**config.mk**
```make
export PLATFORM = sky130hd
export DESIGN_NAME = baud_rate_generator
export DESIGN_NICKNAME = d
export VERILOG_FILES = /design/src/rtl/uart_pkg.sv /design/src/rtl/baud_rate_generator.sv
export SDC_FILE = /design/constraint.sdc
export NUM_CORES = 1
export LEC_CHECK = 0
export CORE_AREA = 2 2 39 41
export CTS_CLUSTER_DIAMETER = 60
export DETAILED_ROUTE_END_ITERATION = 7
export DIE_AREA = 0 0 41 43
export PLACE_DENSITY_LB_ADDON = 0.12
export SLEW_MARGIN = 5
export SYNTH_ARGS = -nofsm -noshare
export SYNTH_HDL_FRONTEND = slang
export SYNTH_SLANG_ARGS = --single-unit
```
**constraint.sdc**
```tcl
create_clock -name i_clk -period 1.8 [get_ports i_clk]
set_input_delay 0.36 -clock i_clk [delete_from_list [all_inputs] [get_ports i_clk]]
set_output_delay 0.36 -clock i_clk [all_outputs]
set_load 0.03 [all_outputs]
```
**src/rtl/uart_pkg.sv**
```systemverilog
`timescale 1ns/100ps
// Shared UART timing constants and the rounded baud divisor used by RX, TX and their benches.
// Keeping the divisor math here guarantees every block derives identical tick timing.
package uart_pkg;

    localparam int CLK_FREQ_HZ  = 50_000_000;
    localparam int DEFAULT_BAUD = 9600;
    localparam int OVERSAMPLE   = 16;

    // Round-to-nearest integer divide; a non-positive denominator yields 0 so callers can flag it.
    function automatic longint calc_divisor(input longint f_clk, input longint baud, input longint samp);
        longint den;
        den = baud * samp;
        if (den <= 0)
            return 0;
        return (f_clk + den / 2) / den;
    endfunction

    function automatic int calc_cnt_w(input longint divisor);
        if (divisor <= 2)
            return 1;
        return $clog2(divisor);
    endfunction

endpackage

```
**src/rtl/baud_rate_generator.sv**
```systemverilog
`timescale 1ns/100ps
// Free-running divider emitting a registered one-cycle o_tick every DIVISOR clocks (SAMPLING x baud).
// First tick lands DIVISOR edges after reset release; no backpressure, the tick is a plain strobe.
module baud_rate_generator
    import uart_pkg::*;
#(
    parameter real F_CLOCK  = 50E6,
    parameter int  BAUDRATE = DEFAULT_BAUD,
    parameter int  SAMPLING = OVERSAMPLE
) (
    input  logic i_clk,
    input  logic i_reset,
    output logic o_tick
);

    localparam longint F_INT   = longint'(F_CLOCK);
    localparam int     DIVISOR = int'(calc_divisor(F_INT, longint'(BAUDRATE), longint'(SAMPLING)));
    localparam int     CNT_W   = calc_cnt_w(longint'(DIVISOR));

    localparam logic [CNT_W-1:0] TERM = CNT_W'(DIVISOR - 1);

    // Achieved tick rate versus requested, for the 2% rounding-error limit.
    localparam longint ACTUAL = longint'(DIVISOR) * longint'(BAUDRATE) * longint'(SAMPLING);
    localparam longint DIFF   = (ACTUAL > F_INT) ? (ACTUAL - F_INT) : (F_INT - ACTUAL);

    if (F_INT <= 0 || BAUDRATE <= 0 || SAMPLING <= 0) begin : g_bad_param
        $fatal(1, "baud_rate_generator: F_CLOCK, BAUDRATE and SAMPLING must all be positive");
    end

    if (DIVISOR < 2) begin : g_bad_divisor
        $fatal(1, "baud_rate_generator: DIVISOR %0d is below 2", DIVISOR);
    end

    if (DIFF * 50 > F_INT) begin : g_bad_error
        $fatal(1, "baud_rate_generator: rounding error exceeds 2%% (DIVISOR %0d)", DIVISOR);
    end

    logic [CNT_W-1:0] cnt;

    // >= rather than == so an unreachable encoding still recovers on the next edge.
    always_ff @(posedge i_clk or posedge i_reset) begin
        if (i_reset) begin
            cnt    <= '0;
            o_tick <= 1'b0;
        end else if (cnt >= TERM) begin
            cnt    <= '0;
            o_tick <= 1'b1;
        end else begin
            cnt    <= cnt + CNT_W'(1);
            o_tick <= 1'b0;
        end
    end

endmodule

```
==> impl_metrics.env <==
export IMPL_status="finished clean"
export IMPL_critical_path_slowest_cell="clkdlybuf4s50_1"
export IMPL_cp_required_ps=1440
export IMPL_cellLeakagePower_nw=0.2323
export IMPL_grt_most_used_layer="met2"
export IMPL_antenna_found_initial=0
export IMPL_slowest_delay_ps=670
export IMPL_setup_violations=0
export IMPL_path_cells="clkdlybuf4s50_1"
export IMPL_postCtsSetupBuffers=0
export IMPL_avgRoutedWirePerCell_um=12.98
export IMPL_cp_top_family="buffers and inverters"
export IMPL_worst_path_buf_inv=1
export IMPL_p_clk_share_pct=38.4
export IMPL_fillers=145
export IMPL_cts_hold_buf=0
export IMPL_max_slew_worst_pin_slew_ps=461.1
export IMPL_portBuffers=2
export IMPL_cts_root_buf="clkbuf_4"
export IMPL_p_seq_share_pct=59.9
export IMPL_finalSetupTns_ps=0
export IMPL_instances_no_fill=66
export IMPL_synth_async_sr_flop_share_pct=100.0
export IMPL_core_sq_um=1384
export IMPL_grt_util_met3_pct=4.712
export IMPL_ir_worst_vdd_v=0.0003230
export IMPL_dp_hpwl_um=661
export IMPL_crit_type="reg2out"
export IMPL_yosys_area_top_type="dfrtp_1"
export IMPL_ctsResizeCount=0
export IMPL_layout_drive_gt1_share_pct=12.00
export IMPL_synth_common_cells="dfrtp_1 (10), nor2_1 (5), inv_1 (3), o21ai_0 (3)"
export IMPL_combPwrFrac_pct=1.7
export IMPL_placed_area_sq_um=511.7
export IMPL_synth_xor_area_share_pct=5.570
export IMPL_ant_nets=0
export IMPL_finalWeightedCongestion=0.6787
export IMPL_synth_compound_area_share_pct=15.12
export IMPL_dp_cells=63
export IMPL_relSlewSlack_pct=68.98
export IMPL_ys_ff_latch=10
export IMPL_clk_pin_slew_ps=60
export IMPL_rsz0062_at_grt="no"
export IMPL_synth_nets=49
export IMPL_clk_latency_ps=250
export IMPL_synth_top_area_share_pct=53.05
export IMPL_hold_class="in2async"
export IMPL_start_kind="flop"
export IMPL_synthesis_instances=45
export IMPL_fin_skew_ps=1.613
export IMPL_fmax_mhz=624.3
export IMPL_synth_edf_count=0
export IMPL_synthTopCellsByArea="dfrtp_1 (53%), ha_1 (5.3%), nor2_1 (4.0%), xnor2_1 (3.7%), o21ai_0 (3.2%)"
export IMPL_maxCapViolCount=0
export IMPL_ios=3
export IMPL_switching_share_pct=19.09
export IMPL_switching_power_mw=0.07162
export IMPL_area_growth_pct=13.26
export IMPL_yosysMostFrequentCell="dfrtp_1"
export IMPL_yosysSeqAreaShare_pct=53.05
export IMPL_routed_via_density=5.545
export IMPL_period_share_pct=88.99
export IMPL_total_power_mw=0.3752
export IMPL_finalInstanceArea_sq_um=534.3
export IMPL_grt_max_degree=11
export IMPL_grt_pass1_vias=348
export IMPL_initial_utilization_pct=34.09
export IMPL_cts_sink_count=10
export IMPL_ys_flop_type="dfrtp_1"
export IMPL_nets=56
export IMPL_grt_use_total_pct=12.65
export IMPL_routed_wl_um=857
export IMPL_die_w_um=41
export IMPL_drt_pass1_iter_count=4
export IMPL_grt_met1_usage_pct=15.93
export IMPL_period_needed_ps=1602
export IMPL_fp_row_count=14
export IMPL_grt_pass1_wl_um=1476
export IMPL_drcViolationCount=0
export IMPL_drtIter0Drc=12
export IMPL_yosys_area_share_adder_pct=5.305
export IMPL_antenna_cells=0
export IMPL_synth_top_family_by_area="simple AND/OR/NAND/NOR gates"
export IMPL_via_count=366
export IMPL_final_util_pct=38.61
export IMPL_synth_cell_type_count=21
export IMPL_power_density_nw_per_um2=702.2
export IMPL_slew_viol_final=0
export IMPL_critPathMaxFanout=1
export IMPL_grt_ovfl_total=0
export IMPL_clock_path_buffers=2
export IMPL_netlist_area_sq_um=471.7
export IMPL_syn_area_per_cell_sq_um=10.48
export IMPL_cts_tree="yes"
export IMPL_die_h_um=43
export IMPL_p_int_mw=0.3035
export IMPL_grtUsageMet2_pct=18.44
export IMPL_finalHoldViolations=0
export IMPL_cts_buffers=3
export IMPL_endpoint_kind="output port"
export IMPL_htree_num_levels=1
export IMPL_yosys_warnings=0
export IMPL_dieArea_sq_um=1763
export IMPL_synth_area_mux_share_pct=0
export IMPL_synth_simple_area_share_pct=18.57
export IMPL_critPathArrivalTime_ps=1240
-- final cells by class --
type	instances	area, sq um	share of cell area (%)
tap	16	20.02	3.747
inverter	3	11.26	2.108
sequential	10	250.2	46.84
timing repair buffer	2	20.02	3.747
clock buffer	3	22.52	4.215
multi-input combinational	32	210.2	39.34
-- through the flow --
step	hold slack (ps)	worst slack, ps
after floorplan	200.2	472.9
after global placement	455.3	372.4
after detailed placement	488.9	326.0
after CTS	383.8	187.2
after global routing	396.6	142.8
final	382.1	198.2
-- final timing paths --
path	from	end	slack [ps]	cells past startpoint
max	o_tick	o_tick	200	1
max in group asynchronous	i_reset	cnt[2]	1140	2
max reg2reg	cnt[0]	cnt[6]	330	4
min in group i_clk	cnt[8]	cnt[7]	490	1
min reg2reg	cnt[8]	cnt[7]	490	1
min	i_reset	o_tick	380	2
-- power groups by stage --
stage | Clock (mW) | Combinational, mW | Sequential (mW)
4_1_cts | 0.153 | 0.00679 | 0.225
5_1_grt | 0.163 | 0.00740 | 0.225
3_5_place_dp | 0 | 0.00684 | 0.229
6_report | 0.144 | 0.00649 | 0.225
3_3_place_gp | 0 | 0.00645 | 0.229
2_1_floorplan | 0 | 0.00346 | 0.229
-- cell usage in the layout, fill, tap and decap left out --
cell type        count
nand4_1              1
nor2_1               5
o21ai_1              1
inv_1                3
a21oi_1              2
o31ai_1              1
xor2_1               1
a21o_1               1
nand2_1              2
o2bb2ai_1            1
ha_1                 2
clkdlybuf4s50_1      2
o21ai_0              3
or3_1                2
nand3_2              1
nor4_1               2
o21ai_2              1
nand3_1              2
clkbuf_4             3
a21oi_2              1
xnor2_1              2
or4b_1               1
dfrtp_1             10
-- routing by layer --
metal	share of wire (%)	vias up
met5	0	-
met4	0	0
met3	4.6	0
met2	49	11
met1	47	182
li1	-	173
-- kinds of logic (layout without fill, tap and decap cells) --
family	Yosys count	in the layout
AO/OA/AOI/OAI	11	11
XOR/XNOR	3	3
flip-flops	10	10
buffers and inverters	3	8
AND/OR/NAND/NOR	16	16
adder cells (fa/ha/maj)	2	2
-- sequential cells by signal, indices dropped and copies added (netlist names) --
register,cells
cnt,9
o_tick,1
(Power assumes the default switching activity.)
